### config.mk
export PLATFORM = sky130hd
export DESIGN_NAME = gf_log_seq
export DESIGN_NICKNAME = d
export VERILOG_FILES = /design/src/rtl/gf_pkg.sv /design/src/rtl/gf_log_seq_mul_alpha_inv.sv /design/src/rtl/gf_log_seq.sv
export SDC_FILE = /design/constraint.sdc
export NUM_CORES = 1
export LEC_CHECK = 0
export ABC_CLOCK_PERIOD_IN_PS = 2580
export BUFFER_PORTS_ARGS = -buffer_cell sky130_fd_sc_hd__buf_4
export CAP_MARGIN = 20
export CORE_MARGIN = 4
export CORE_UTILIZATION = 55
export CTS_CLUSTER_DIAMETER = 80
export DETAILED_ROUTE_END_ITERATION = 10
export PLACE_DENSITY = 0.81
export SLEW_MARGIN = 20
export SYNTH_ARGS = -nofsm -noshare
export SYNTH_HDL_FRONTEND = slang
export SYNTH_SLANG_ARGS = --single-unit
### constraint.sdc
create_clock -name clk -period 2.58 [get_ports clk]
set_input_delay 0.258 -clock clk [delete_from_list [all_inputs] [get_ports clk]]
set_output_delay 0.258 -clock clk [all_outputs]
set_load 0.01 [all_outputs]
### src/rtl/gf_pkg.sv
// Shared types and GF(2^m) alpha-stepping helpers for the discrete-log sequencer.
// The backward helper is used only when GF_LOG_BIDIR_EN is defined.
package gf_pkg;

    localparam int MAX_M = 16;

    typedef enum logic [1:0] {
        IDLE   = 2'd0,
        SEARCH = 2'd1,
        DONE   = 2'd2
    } state_t;

    function automatic int gf_order(input int m);
        return (1 << m) - 1;
    endfunction

    // Multiply by alpha modulo x^m + x^alpha + 1; bits at or above m stay zero.
    function automatic logic [MAX_M-1:0] step_fwd(input logic [MAX_M-1:0] b,
                                                  input int m, input int alpha);
        logic [MAX_M-1:0] r;
        logic             top;
        r   = '0;
        top = 1'b0;
        for (int i = 0; i < MAX_M; i++) begin
            if (i == m - 1) top = b[i];
        end
        for (int i = 1; i < MAX_M; i++) begin
            if (i < m) r[i] = b[i-1];
        end
        r[0] = top;
        for (int i = 1; i < MAX_M; i++) begin
            if (i == alpha) r[i] = r[i] ^ top;
        end
        return r;
    endfunction

    // Multiply by alpha^-1, the exact inverse of step_fwd.
    function automatic logic [MAX_M-1:0] step_bwd(input logic [MAX_M-1:0] b,
                                                  input int m, input int alpha);
        logic [MAX_M-1:0] r;
        logic             bot;
        r   = '0;
        bot = b[0];
        for (int i = 0; i < MAX_M - 1; i++) begin
            if (i < m - 1) r[i] = b[i+1];
        end
        for (int i = 0; i < MAX_M; i++) begin
            if (i == m - 1) r[i] = bot;
        end
        for (int i = 0; i < MAX_M; i++) begin
            if (i == alpha - 1) r[i] = r[i] ^ bot;
        end
        return r;
    endfunction

endpackage

### src/rtl/gf_log_seq_mul_alpha_inv.sv
// Combinational alpha^-1 stepper for the backward search register.
// Instantiated by gf_log_seq only when GF_LOG_BIDIR_EN is defined.
module mul_alpha_inv
    import gf_pkg::*;
#(
    parameter int PARAM_M     = 4,
    parameter int PARAM_ALPHA = 1
) (
    input  logic [PARAM_M-1:0] b,
    output logic [PARAM_M-1:0] r
);

    assign r = PARAM_M'(step_bwd(MAX_M'(b), PARAM_M, PARAM_ALPHA));

endmodule

### src/rtl/gf_log_seq.sv
// Sequential discrete logarithm over GF(2^PARAM_M): steps alpha^k until it equals the input.
// Define GF_LOG_BIDIR_EN to add a concurrent alpha^-k search from the top of the group.
//
//   state  | meaning
//   IDLE   | in_ready high, waiting for an element
//   SEARCH | stepping alpha-power register(s), comparing against x_reg
//   DONE   | result held on log_out/err_zero until out_ready
module gf_log_seq
    import gf_pkg::*;
#(
    parameter int PARAM_M     = 4,
    parameter int PARAM_ALPHA = 1
) (
    input  logic               clk,
    input  logic               rst,
    input  logic               in_valid,
    output logic               in_ready,
    input  logic [PARAM_M-1:0] in_1,
    output logic               out_valid,
    input  logic               out_ready,
    output logic [PARAM_M-1:0] log_out,
    output logic               err_zero,
    output logic               busy
);

    localparam int                 N      = gf_order(PARAM_M);
    localparam logic [PARAM_M-1:0] ONE    = PARAM_M'(1);
    localparam logic [PARAM_M-1:0] K_LAST = PARAM_M'(N - 1);

    state_t             state, state_nxt;
    logic [PARAM_M-1:0] fwd, fwd_nxt, fwd_step;
    logic [PARAM_M-1:0] k, k_nxt;
    logic [PARAM_M-1:0] x_reg, x_nxt;
    logic [PARAM_M-1:0] log_nxt;
    logic               err_nxt, valid_nxt, busy_nxt;

    assign fwd_step = PARAM_M'(step_fwd(MAX_M'(fwd), PARAM_M, PARAM_ALPHA));

`ifdef GF_LOG_BIDIR_EN
    localparam logic [PARAM_M-1:0] BWD_INIT = PARAM_M'(step_bwd(MAX_M'(ONE), PARAM_M, PARAM_ALPHA));

    logic [PARAM_M-1:0] bwd, bwd_nxt, bwd_step;
    logic [PARAM_M-1:0] j, j_nxt;

    mul_alpha_inv #(
        .PARAM_M    (PARAM_M),
        .PARAM_ALPHA(PARAM_ALPHA)
    ) u_mul_alpha_inv (
        .b(bwd),
        .r(bwd_step)
    );

    always_ff @(posedge clk or negedge rst) begin
        if (!rst) begin
            bwd <= '0;
            j   <= '0;
        end else begin
            bwd <= bwd_nxt;
            j   <= j_nxt;
        end
    end
`endif

    assign in_ready = (state == IDLE);

    always_ff @(posedge clk or negedge rst) begin
        if (!rst) begin
            state     <= IDLE;
            fwd       <= '0;
            k         <= '0;
            x_reg     <= '0;
            log_out   <= '0;
            err_zero  <= 1'b0;
            out_valid <= 1'b0;
            busy      <= 1'b0;
        end else begin
            state     <= state_nxt;
            fwd       <= fwd_nxt;
            k         <= k_nxt;
            x_reg     <= x_nxt;
            log_out   <= log_nxt;
            err_zero  <= err_nxt;
            out_valid <= valid_nxt;
            busy      <= busy_nxt;
        end
    end

    always_comb begin
        state_nxt = state;
        fwd_nxt   = fwd;
        k_nxt     = k;
        x_nxt     = x_reg;
        log_nxt   = log_out;
        err_nxt   = err_zero;
        valid_nxt = out_valid;
`ifdef GF_LOG_BIDIR_EN
        bwd_nxt   = bwd;
        j_nxt     = j;
`endif
        case (state)
            IDLE: begin
                if (in_valid) begin
                    x_nxt     = in_1;
                    fwd_nxt   = ONE;
                    k_nxt     = '0;
                    log_nxt   = '0;
                    err_nxt   = 1'b0;
                    valid_nxt = 1'b0;
`ifdef GF_LOG_BIDIR_EN
                    bwd_nxt   = BWD_INIT;
                    j_nxt     = K_LAST;
`endif
                    if (in_1 == '0) begin
                        // out_valid follows one cycle later so a zero has the same latency as alpha^0
                        err_nxt   = 1'b1;
                        state_nxt = DONE;
                    end else begin
                        state_nxt = SEARCH;
                    end
                end
            end
            SEARCH: begin
                if (fwd == x_reg) begin
                    log_nxt   = k;
                    valid_nxt = 1'b1;
                    state_nxt = DONE;
`ifdef GF_LOG_BIDIR_EN
                end else if (bwd == x_reg) begin
                    log_nxt   = j;
                    valid_nxt = 1'b1;
                    state_nxt = DONE;
`endif
                end else if (k == K_LAST) begin
                    log_nxt   = '0;
                    err_nxt   = 1'b1;
                    valid_nxt = 1'b1;
                    state_nxt = DONE;
                end else begin
                    fwd_nxt = fwd_step;
                    k_nxt   = k + ONE;
`ifdef GF_LOG_BIDIR_EN
                    bwd_nxt = bwd_step;
                    j_nxt   = j - ONE;
`endif
                end
            end
            DONE: begin
                if (!out_valid) begin
                    valid_nxt = 1'b1;
                end else if (out_ready) begin
                    valid_nxt = 1'b0;
                    state_nxt = IDLE;
                end
            end
            default: state_nxt = IDLE;
        endcase
        busy_nxt = (state_nxt == SEARCH);
    end

endmodule

* Word level (Yosys, flattened, before mapping)
Index checks and enable logic that the tools add are counted.
** Word-level totals
- Output and inout port bits :: 8
- Register bits after elaboration :: 21
- Input bits :: 8
** Cells by class
- Muxes and demuxes :: 28
- Add/sub/neg operators :: 1
- Equal/unequal tests :: 10
- Bitwise logic cells :: 1
- Reductions and logical operators :: 9
** Operators by type and width (count)
- $mux 4 :: 8
- $pmux 4 s2 :: 3
- $mux 2 :: 6
- $mux 1 :: 8
- $ne 2x2->1 const B :: 4
- $reduce_and 4->1 :: 2
- $pmux 2 s3 :: 1
- $reduce_and 3->1 :: 2
- $add 4x1->4 const B :: 1
- $eq 2x1->1 const B :: 2
- $eq 4x4->1 :: 1
- $eq 4x4->1 const B :: 1
- $logic_not 4->1 :: 1
- $ne 3x3->1 const B :: 1
- $pmux 1 s3 :: 1
- $reduce_bool 3->1 :: 1
- $eq 2x2->1 const B :: 1
- $logic_not 2->1 :: 1
- $pmux 1 s2 :: 1
- $reduce_and 2->1 :: 1
- $reduce_bool 2->1 :: 1
- $xor 1x1->1 :: 1

* Logic depth before layout (Yosys ltp)
- Word-level depth :: 5
- Depth in mapped cells :: 6
- Mapped depth without buffers :: 6

* Worst setup path before layout
No wires, ideal clock.
- Kind :: register to register
- Start point :: register state[0]
- End point :: register k[0]
- Path buffers :: 0
- Arrival time :: 1808 ps
- Setup slack :: 686 ps
- Stages on the path, launching flop included :: 7
- Setup time :: 86 ps
- Data required time :: 2494 ps
- Cell sequence :: dfrtp_1 > inv_1 > ha_1 > mux2i_1 > nor2_1 > and3_1 > nor3_1
** On the way
- Longest elaborated chain between the ends :: 3
- Elaborated cells on any way between the ends :: 8
- Those cells by class :: eq/ne: 4; mux: 1; reduce/logical: 3
** Ends and longest elaborated chain
- start, declared :: RTL line gf_log_seq.sv:30 : state_t state, state_nxt;
- start signal, assigned :: RTL line gf_log_seq.sv:77 : state <= state_nxt;
- $logic_not 2->1 (*)
- net in_ready :: RTL line gf_log_seq.sv:17 : output logic in_ready,
- $ne 2x2->1 (no line) / $reduce_bool 2->1 (equally long branches)
- $reduce_and 4->1 (no line)
- end signal, assigned :: RTL line gf_log_seq.sv:79 : k <= k_nxt;
- end, declared :: RTL line gf_log_seq.sv:32 : logic [PARAM_M-1:0] k, k_nxt;
The timed path passes the listed nets; every way through them passes the cells marked *.
A chain may end at the register's enable or synchronous reset.

* Worst setup path in the final report
- Start point :: register state[0]
- End point :: register log_out[3]
** On the way
- Longest elaborated chain between the ends :: 3
- Elaborated cells on any way between the ends :: 7
- Those cells by class :: eq/ne: 3; mux: 1; reduce/logical: 3
** Ends and longest elaborated chain
- $eq 2x1->1 / $logic_not 2->1 (equally long branches) :: RTL line gf_log_seq.sv:100 : case (state)
- $ne 3x3->1 (no line) (tied with other cells)
- $reduce_and 3->1 (no line)
- end signal, assigned :: RTL line gf_log_seq.sv:81 : log_out <= log_nxt;
- end, declared :: RTL line gf_log_seq.sv:21 : output logic [PARAM_M-1:0] log_out,
Several ways; a longest one is shown, not always the timed one.

==> impl_metrics.yaml <==
run_status:
  status: "finished clean"
route:
  routed_wl_um: 2430
  via_count: 953
  drcViolationCount: 0
  vias_per_cell: 6.03
  antenna_left: 0
  firstDrtPassIters: 5
  drt_iter0_markers: 37
  wl_per_cell_um: 15.4
pwr:
  p_switching_uw: 660
  ir_drop_uv: 703
  p_seq_share_pct: 36.3
  switching_share_pct: 44.6
  p_comb_share_pct: 53.0
  power_leakage_uw: 0.000637
  pwr_density_cell_nw_per_um2: 1100
  clkPwrFrac_pct: 10.7
  internal-power_uw: 820
  p_total_uw: 1480
sta:
  post-route-period-util_pct: 79.9
  finalCriticalPeriod_ns: 2.06
  fin_tns_setup_ns: 0
  grt_setup_unrepaired: "no"
  worst_slew_margin_rel_pct: 58.6
  slew_viol_final: 0
  skew_ns: 0.00597
  holdWs_ns: 0.193
  finalSetupViolCount: 0
  fmax_mhz: 485
  worst_slew_pin_slew_ns: 0.616
  hold_viol: 0
placement:
  routabilityCongestion: 0.857
  detailed_place_hpwl_um: 1840
  portBuffers: 15
  postPlaceCellArea_um2: 1310
synth:
  ys_seq_area_share_pct: 45.0
  synthCells: 111
  synth-compound-area-share_pct: 21.9
  avgSynthCellArea_um2: 10.5
  synth_simple_gate_area_share_pct: 13.6
  yosysWarnings: 0
  netlist_top_cells_area: "dfrtp_1 45%, ha_1 6.4%, mux2_2 3.9%, o21ai_0 3.4%, a22o_1 3.0%"
  yosysMostFrequentCell: "dfrtp_1"
  synth.cell_area_um2: 1170
  async_flop_share_pct: 100
  yosys.cell_types.count: 37
  synth_edf_count: 0
  synth_xor_area_share_pct: 4.39
  synth_seq_cells: 21
  synth_top_family_by_area: "compound AO/OA/AOI/OAI gates"
  synth_nets: 125
  synth_top_area_cell: "dfrtp_1"
  synth-adder-area-share_pct: 6.42
  synthMuxAreaShare_pct: 5.57
  ys.flop_type: "dfrtp_1"
  synth_top_cell_area_share_pct: 45.0
  synth_common_cells: "21 x dfrtp_1, 9 x nor2_1, 8 x nand2_1, 8 x o21ai_0, 6 x ha_1"
cells_and_area:
  stdcell_area_um2: 1350
  seqCellArea_um2: 526
  utilization_pct: 68.1
  fillers: 143
  nNetsFinal: 146
  area_growth_pct: 15.4
  antenna_cells: 0
  multi_input_area_um2: 607
  drive_above_1_share_pct: 20.6
setup_path:
  crit_top_cell: "o21ai_0"
  required_ns: 2.78
  end_kind: "flop"
  critPathArrivalTime_ns: 2.26
  path_cells: "inv_1, ha_1, nand2_1, o21ai_0, o21ai_0, a22o_1"
  cp-start-kind: "flop"
  crit_fanout: 7
  critPathSlowestCell: "dfrtp_1"
  crit_buf_inv: 1
  setup.worst_path.class: "reg -> reg"
  r2r_setup_slack_ns: 0.52
  worst_path_largest_cell_delay_ns: 0.42
  crit_family: "compound AO/OA/AOI/OAI gates"
clock_tree:
  hold_buffers: 1
  cts_tree: "built"
  clk_latency_ns: 0.30
  cts-buffers-inserted: 3
  clk_path_buf_depth: 2
  htreeDepth: 1
  clk_pin_slew_ns: 0.12
  root_buffer: "clkbuf_4"
  cts_sinks: 21
  cts_resized: 0
  cts_setup_buffers: 0
run:
  maxCapViolations: 0
floorplanning:
  core_um2: 1980
  io_pins: 16
  die_x_um: 54.1
  initial_utilization_pct: 59.0
  dieArea_um2: 2930
  row_count: 16
  die_y_um: 54.1
grt:
  grt_util_all_layers_pct: 19.2
  antenna_found_initial: 0
  grt_pass1_vias: 911
  grt_max_degree: 22
  globalRoute.totalOverflow: 0
  grt_pass1_wl_um: 4010
worst_hold_path:
  hp-class: "in -> reg"
[power by group through the flow]
| stage | clock network (uW) | logic, uW | registers, uW |
|---|---|---|---|
| floorplan | 0 | 575 | 530 |
| global placement | 0 | 746 | 537 |
| detailed placement | 0 | 777 | 543 |
| CTS | 160 | 783 | 536 |
| global route | 180 | 872 | 549 |
| finish | 159 | 784 | 538 |
[cells by family after synthesis]
group	after synthesis
AND/OR/NAND/NOR	33
adder cells (fa/ha/maj)	6
XOR/XNOR	5
multiplexers	6
AO/OA/AOI/OAI	33
buffers and inverters	7
flip-flops	21
[stage by stage]
step / cells / setup WS (ns)
detailed placement: 153 / 0.577
finish: 158 / 0.519
CTS: 158 / 0.554
floorplan: 111 / 0.686
global route: 158 / 0.376
global placement: 153 / 0.652
[routing by layer]
layer  part of all wire (%)  vias to the layer above  GRT usage, %
li1                       -                      456             -
met4                    2.0                        0          8.30
met2                     48                       37          31.0
met5                      0                        -             0
met1                     44                      454          25.0
met3                    5.6                        6          3.32
[area by class of cell]
type,count,area share (%)
Clock buffer,4,1.95
Tap cell,27,2.50
Multi-Input combinational cell,83,45.0
Inverter,5,1.39
Timing Repair Buffer,18,10.2
Sequential cell,21,39.0
[layout by cell type, fill, tap and decap left out, types with 2 or more instances in the layout]
master     n
mux2i_1    2
nand3_1    4
nor3_1     5
dfrtp_1   21
buf_4     17
mux2_2     4
clkbuf_4   3
nor2_1     9
ha_1       6
a32oi_1    3
and3_1     2
nand2_1    8
inv_1      5
xor2_1     3
a21oi_1    4
o21ai_0    8
a211oi_1   2
a22o_1     4
[final timing paths]
kind,from,end,depth (start not counted)
hold / removal,in_1[1],x_reg[1],2
min in group asynchronous,rst,k[2],2
max in group asynchronous,rst,fwd[3],2
hold reg to reg,log_out[2],log_out[2],1
setup reg to reg,state[0],log_out[3],6
setup / recovery,state[0],log_out[3],6
Power figures use the tool's default switching activity.
